## src/rtl/swap_pkg.sv

```systemverilog
// Shared encodings for the register-swap scheduler and its arbiter.
package swap_pkg;

  typedef enum logic [2:0] {
    S_IDLE = 3'd0,
    S_T1   = 3'd1,
    S_T2   = 3'd2,
    S_T3   = 3'd3,
    S_NOP  = 3'd4
  } state_t;

  localparam logic WR_SRC_RD  = 1'b0;
  localparam logic WR_SRC_TMP = 1'b1;

endpackage

```

## src/rtl/rr_arbiter.sv

```systemverilog
// Combinational round-robin arbiter: first set request at or after ptr, wrapping.
module rr_arbiter #(
  parameter int unsigned N = 4
) (
  input  logic [N-1:0]         req_i,
  input  logic [$clog2(N)-1:0] ptr_i,
  output logic [N-1:0]         gnt_o,
  output logic [$clog2(N)-1:0] idx_o,
  output logic                 valid_o
);

  logic [$clog2(N)-1:0] cand;

  always_comb begin
    gnt_o   = '0;
    idx_o   = '0;
    valid_o = 1'b0;
    cand    = '0;
    for (int unsigned k = 0; k < N; k++) begin
      cand = $clog2(N)'((32'(ptr_i) + k) % N);
      if (!valid_o && req_i[cand]) begin
        valid_o = 1'b1;
        idx_o   = cand;
      end
    end
    if (valid_o) gnt_o = N'(1) << idx_o;
  end

endmodule

```

## src/rtl/swap_scheduler.sv

```systemverilog
// Round-robin scheduler sequencing tmp<-R[a], R[a]<-R[b], R[b]<-tmp on a shared datapath.
module swap_scheduler
  import swap_pkg::*;
#(
  parameter int unsigned N_REQ  = 4,
  parameter int unsigned ADDR_W = 3
) (
  input  logic                     clk,
  input  logic                     reset,
  input  logic [N_REQ-1:0]         req,
  input  logic [N_REQ*ADDR_W-1:0]  addr_a,
  input  logic [N_REQ*ADDR_W-1:0]  addr_b,
  output logic [N_REQ-1:0]         gnt,
  output logic                     busy,
  output logic                     done,
  output logic [ADDR_W-1:0]        rd_addr,
  output logic                     tmp_we,
  output logic                     wr_en,
  output logic [ADDR_W-1:0]        wr_addr,
  output logic                     wr_src
);

  localparam int unsigned IW = $clog2(N_REQ);

  state_t              state_q, state_d;
  logic [IW-1:0]       owner_q, owner_d, ptr_q, ptr_d;
  logic [ADDR_W-1:0]   a_q, a_d, b_q, b_d;
  logic [ADDR_W-1:0]   sel_a, sel_b;

  logic [N_REQ-1:0]    arb_gnt;
  logic [IW-1:0]       arb_idx;
  logic                arb_valid;

  logic [N_REQ-1:0]    gnt_q, gnt_d;
  logic                busy_q, busy_d, done_q, done_d;
  logic                tmp_we_q, tmp_we_d, wr_en_q, wr_en_d, wr_src_q, wr_src_d;
  logic [ADDR_W-1:0]   rd_addr_q, rd_addr_d, wr_addr_q, wr_addr_d;

  rr_arbiter #(.N(N_REQ)) u_arb (
    .req_i   (req),
    .ptr_i   (ptr_q),
    .gnt_o   (arb_gnt),
    .idx_o   (arb_idx),
    .valid_o (arb_valid)
  );

  always_comb begin
    sel_a = '0;
    sel_b = '0;
    for (int unsigned k = 0; k < N_REQ; k++) begin
      if (IW'(k) == arb_idx) begin
        sel_a = addr_a[k*ADDR_W +: ADDR_W];
        sel_b = addr_b[k*ADDR_W +: ADDR_W];
      end
    end
  end

  always_comb begin
    state_d = state_q;
    owner_d = owner_q;
    ptr_d   = ptr_q;
    a_d     = a_q;
    b_d     = b_q;
    case (state_q)
      S_IDLE: begin
        if (arb_valid) begin
          owner_d = arb_idx;
          a_d     = sel_a;
          b_d     = sel_b;
          state_d = (sel_a == sel_b) ? S_NOP : S_T1;
          ptr_d   = (arb_idx == IW'(N_REQ - 1)) ? '0 : arb_idx + 1'b1;
        end
      end
      S_T1:    state_d = S_T2;
      S_T2:    state_d = S_T3;
      S_T3:    state_d = S_IDLE;
      S_NOP:   state_d = S_IDLE;
      default: state_d = S_IDLE;
    endcase
  end

  // Outputs are the Moore decode of the next state, registered so they line up with state_q.
  always_comb begin
    gnt_d     = '0;
    busy_d    = (state_d != S_IDLE);
    done_d    = (state_d == S_T3) || (state_d == S_NOP);
    rd_addr_d = '0;
    tmp_we_d  = 1'b0;
    wr_en_d   = 1'b0;
    wr_addr_d = '0;
    wr_src_d  = WR_SRC_RD;
    if (state_d != S_IDLE) gnt_d = (state_q == S_IDLE) ? arb_gnt : gnt_q;
    case (state_d)
      S_T1: begin
        rd_addr_d = a_d;
        tmp_we_d  = 1'b1;
      end
      S_T2: begin
        rd_addr_d = b_d;
        wr_en_d   = 1'b1;
        wr_addr_d = a_d;
      end
      S_T3: begin
        wr_en_d   = 1'b1;
        wr_addr_d = b_d;
        wr_src_d  = WR_SRC_TMP;
      end
      default: ;
    endcase
  end

  always_ff @(posedge clk) begin
    if (reset) begin
      state_q   <= S_IDLE;
      owner_q   <= '0;
      ptr_q     <= '0;
      a_q       <= '0;
      b_q       <= '0;
      gnt_q     <= '0;
      busy_q    <= 1'b0;
      done_q    <= 1'b0;
      rd_addr_q <= '0;
      tmp_we_q  <= 1'b0;
      wr_en_q   <= 1'b0;
      wr_addr_q <= '0;
      wr_src_q  <= 1'b0;
    end else begin
      state_q   <= state_d;
      owner_q   <= owner_d;
      ptr_q     <= ptr_d;
      a_q       <= a_d;
      b_q       <= b_d;
      gnt_q     <= gnt_d;
      busy_q    <= busy_d;
      done_q    <= done_d;
      rd_addr_q <= rd_addr_d;
      tmp_we_q  <= tmp_we_d;
      wr_en_q   <= wr_en_d;
      wr_addr_q <= wr_addr_d;
      wr_src_q  <= wr_src_d;
    end
  end

  assign gnt     = gnt_q;
  assign busy    = busy_q;
  assign done    = done_q;
  assign rd_addr = rd_addr_q;
  assign tmp_we  = tmp_we_q;
  assign wr_en   = wr_en_q;
  assign wr_addr = wr_addr_q;
  assign wr_src  = wr_src_q;

endmodule

```

## config.mk

```make
export PLATFORM = sky130hd
export DESIGN_NAME = swap_scheduler
export DESIGN_NICKNAME = d
export VERILOG_FILES = /design/src/rtl/swap_pkg.sv /design/src/rtl/rr_arbiter.sv /design/src/rtl/swap_scheduler.sv
export SDC_FILE = /design/constraint.sdc
export NUM_CORES = 1
export LEC_CHECK = 0
export CAP_MARGIN = 20
export CORE_MARGIN = 2
export CORE_UTILIZATION = 47
export CTS_CLUSTER_SIZE = 40
export DETAILED_ROUTE_END_ITERATION = 10
export PLACE_DENSITY = 0.79
export SLEW_MARGIN = 15
export SYNTH_ARGS = -nofsm -noshare
export SYNTH_HDL_FRONTEND = slang
export SYNTH_HIERARCHICAL = 1
export SYNTH_SLANG_ARGS = --single-unit
```

## constraint.sdc

```tcl
create_clock -name clk -period 3 [get_ports clk]
set_input_delay 0.6 -clock clk [delete_from_list [all_inputs] [get_ports clk]]
set_output_delay 0.6 -clock clk [all_outputs]
set_load 0.01 [all_outputs]
```

==> summary.txt <==
register area: 520 um^2
post-synth cell types: 44
leading cell types in the layout, fill and taps excluded: 44 x clkdlybuf4s50_1, 26 x dfxtp_1, 19 x buf_4
Synth-to-Final Area Change: 41.5%
Post-synth top flop: dfxtp_1
footprint of the multi-input gates: 970 um^2
crit path DAT: 3.13 ns
NumNets Final: 276
Fin Clk Skew: 0.00681 ns
Die W: 61.5 um
gr usage total: 21.9%
post-DP HPWL: 3.04 mm
fin crit period: 2.85 ns
Fin Setup TNS: 0 ns
WP data required: 3.27 ns
Hold Path Stages: 2
HP Start: b_q[2]$_SDFF_PP0_
CTS sink cnt: 26
CP startpoint kind: input port
RR Startpoint: ptr_q[0]$_SDFFE_PP0P_
number of buffers created by CTS: 3
Netlist Area Pre-Place: 1550 um^2
CP Capture Type: flop
starting density of the core: 50.1%
Ys Warns: 6
Rel. slew slack: 51.2%
per-cell routed wire length: 13.5 um
DRT iter0 DRCs: 63
worst vdd ir: 403 uV
Worst Hold Class: flop to flop
share of layout cells above drive strength 1: 16.2%
Via Count: 1,537
Die ar.: 3780 um^2
Row Count: 20
status: finished, final reports clean
hold_ws: 0.514 ns
clock-pin slew of the registers on the worst-case setup and hold paths: 0.14 ns
worst skew pair latency: 0.32 ns
vias in the first global route: 1,464
core area: 3100 um^2
r2r setup slk: 0.40 ns
maximum number of pins on one net before global-route repair: 15
initial antenna violation count: 0
Power Total: 0.00207 W
drt pass-1 iters: 4
Gate Count Post-Synth: 186
worst r2r dst: state_q[2]$_SDFF_PP0_
commonest non-fill, non-tap cell in the layout: clkdlybuf4s50_1
fin util: 70.8%
Yosys reg bits: 26
Ports: 45
DRC Markers: 0
Syn Nets: 220
final hold violations: 0
Filler Cell Count: 277
post-synthesis sequential area ratio: 33.5%
routability cong.: 0.832
CTS tree: built
worst-path fanout max: 12
fin. max-slew vios: 0
async set-reset flop share out of synthesis: 0%
Port Buffer Count: 44
WS Path Type: input port to flop
crit path launch: req[1]
Final setup viols: 0
worst slack, placed: -0.422 ns
via density per instance: 5.39
Die H: 61.5 um
Fmax: 350 MHz
final setup margin: 0.146 ns
Overflow after GRT: 0
root buffer cell: clkbuf_4
CTS max path bufs: 2
# hold bufs at CTS: 0
final wirelength: 3.83 mm
hold endpoint: rd_addr[2]$_SDFF_PP0_
Final Cycle Share: 95.1%
Reg2Reg Depth: 10
Synth Area per Inst: 8.35 um^2
PD cells: 942 nW/um^2
Slew @ Worst Pin: 0.726 ns
EDFF count, synth: 0
remaining antenna violation count: 0
Leakage Power: 0.874 nW
H-Tree Depth: 1
Max-cap violations: 0
ant diodes: 0
first-pass GRT wire length: 6.17 mm
-- sequential cells by signal, summed over array words and instances, names as in the netlist --
name,count
gnt,4
a_q,3
b_q,3
rd_addr,3
state_q,3
wr_addr,3
ptr_q,2
busy,1
done,1
tmp_we,1
wr_en,1
wr_src,1
-- cell type report --
type / count / area share (%)
sequential: 26 / 23.7
timing repair buffer: 63 / 26.5
tap: 44 / 2.50
inverter: 9 / 1.54
clock buffer: 4 / 1.65
multi-input combinational: 139 / 44.1
-- worst max path at each step --
stage / cells past startpoint / end / slack (ns)
2_1_floorplan: 12 / state_q[0]$_SDFF_PP0_ / 0.25
3_3_place_gp: 11 / state_q[0]$_SDFF_PP0_ / -0.21
3_5_place_dp: 11 / rd_addr[0]$_SDFF_PP0_ / -0.42
4_1_cts: 11 / done$_SDFF_PP0_ / 0.03
5_1_grt: 11 / state_q[2]$_SDFF_PP0_ / -0.01
6_report: 11 / state_q[2]$_SDFF_PP0_ / 0.15
-- cells in the mapped netlist, types with 2 or more instances --
cell type / instances / share of area [%]
xor2_1: 3 / 1.7
nor2b_1: 6 / 2.4
a21oi_1: 17 / 5.5
nor3b_1: 2 / 0.97
o31ai_1: 2 / 0.97
buf_6: 2 / 1.4
buf_2: 4 / 1.3
inv_1: 9 / 2.2
nor2_1: 16 / 3.9
and2_1: 2 / 0.81
o311ai_0: 3 / 1.7
and3b_1: 2 / 1.1
dfxtp_1: 26 / 33
a21o_1: 2 / 0.97
o21ai_0: 5 / 1.6
a32o_1: 2 / 1.3
nand2b_1: 5 / 2.0
xnor2_1: 4 / 2.3
clkbuf_1: 5 / 1.2
nor3_1: 7 / 2.3
nand3b_1: 5 / 2.4
ha_1: 4 / 3.2
o211ai_1: 6 / 2.9
nand2_1: 16 / 3.9
a311oi_1: 2 / 1.1
mux2i_1: 6 / 3.9
a211oi_1: 6 / 2.9
-- stage by stage --
stage | std cells | cell area (um^2)
2_1_floorplan | 186 | 1550
3_3_place_gp | 280 | 2120
3_5_place_dp | 280 | 2120
4_1_cts | 284 | 2170
5_1_grt | 285 | 2200
6_report | 285 | 2200
-- where the power goes --
group	total, W	switching [W]	internal (W)
combinational	0.00130	0.000659	0.000640
sequential	0.000596	0.000115	0.000481
clock	0.000175	0.000101	0.0000742
-- critical path, cell delays in order --
cell and delay (ns):
clkdlybuf4s50_1 0.52, buf_4 0.16, nor2_1 0.06, a211oi_2 0.29, inv_1 0.12, ha_2 0.27, a21oi_1 0.21, a21oi_2 0.11
xor2_2 0.21, o31ai_1 0.35, and3_1 0.22
-- metal layers --
metal	vias up	GRT usage [%]	part of all wire (%)
met5	-	0	0
met1	688	25.5	44
met3	6	3.57	6.1
met4	0	8.51	0.70
met2	65	39.7	49
li1	778	-	-
-- repair_timing --
item | in CTS | in global routing
buffers inserted | 0 | 1
resized for setup | 5 | 8
gates cloned | 0 | 0
pin swaps | 2 | 2
endpoints found under the setup margin | 3 | 7
-- cell families (layout without fill, tap and decap cells) --
logic type | count (synthesis) | in the layout | share of synthesized area (%)
compound gates | 55 | 55 | 25.4
xor+xnor | 7 | 7 | 3.95
fa+ha+maj | 4 | 4 | 3.22
buf+inv | 21 | 76 | 6.60
flops | 26 | 26 | 33.5
mux | 6 | 6 | 3.86
simple gates | 67 | 67 | 23.4
Power figures use the tool's default switching activity.
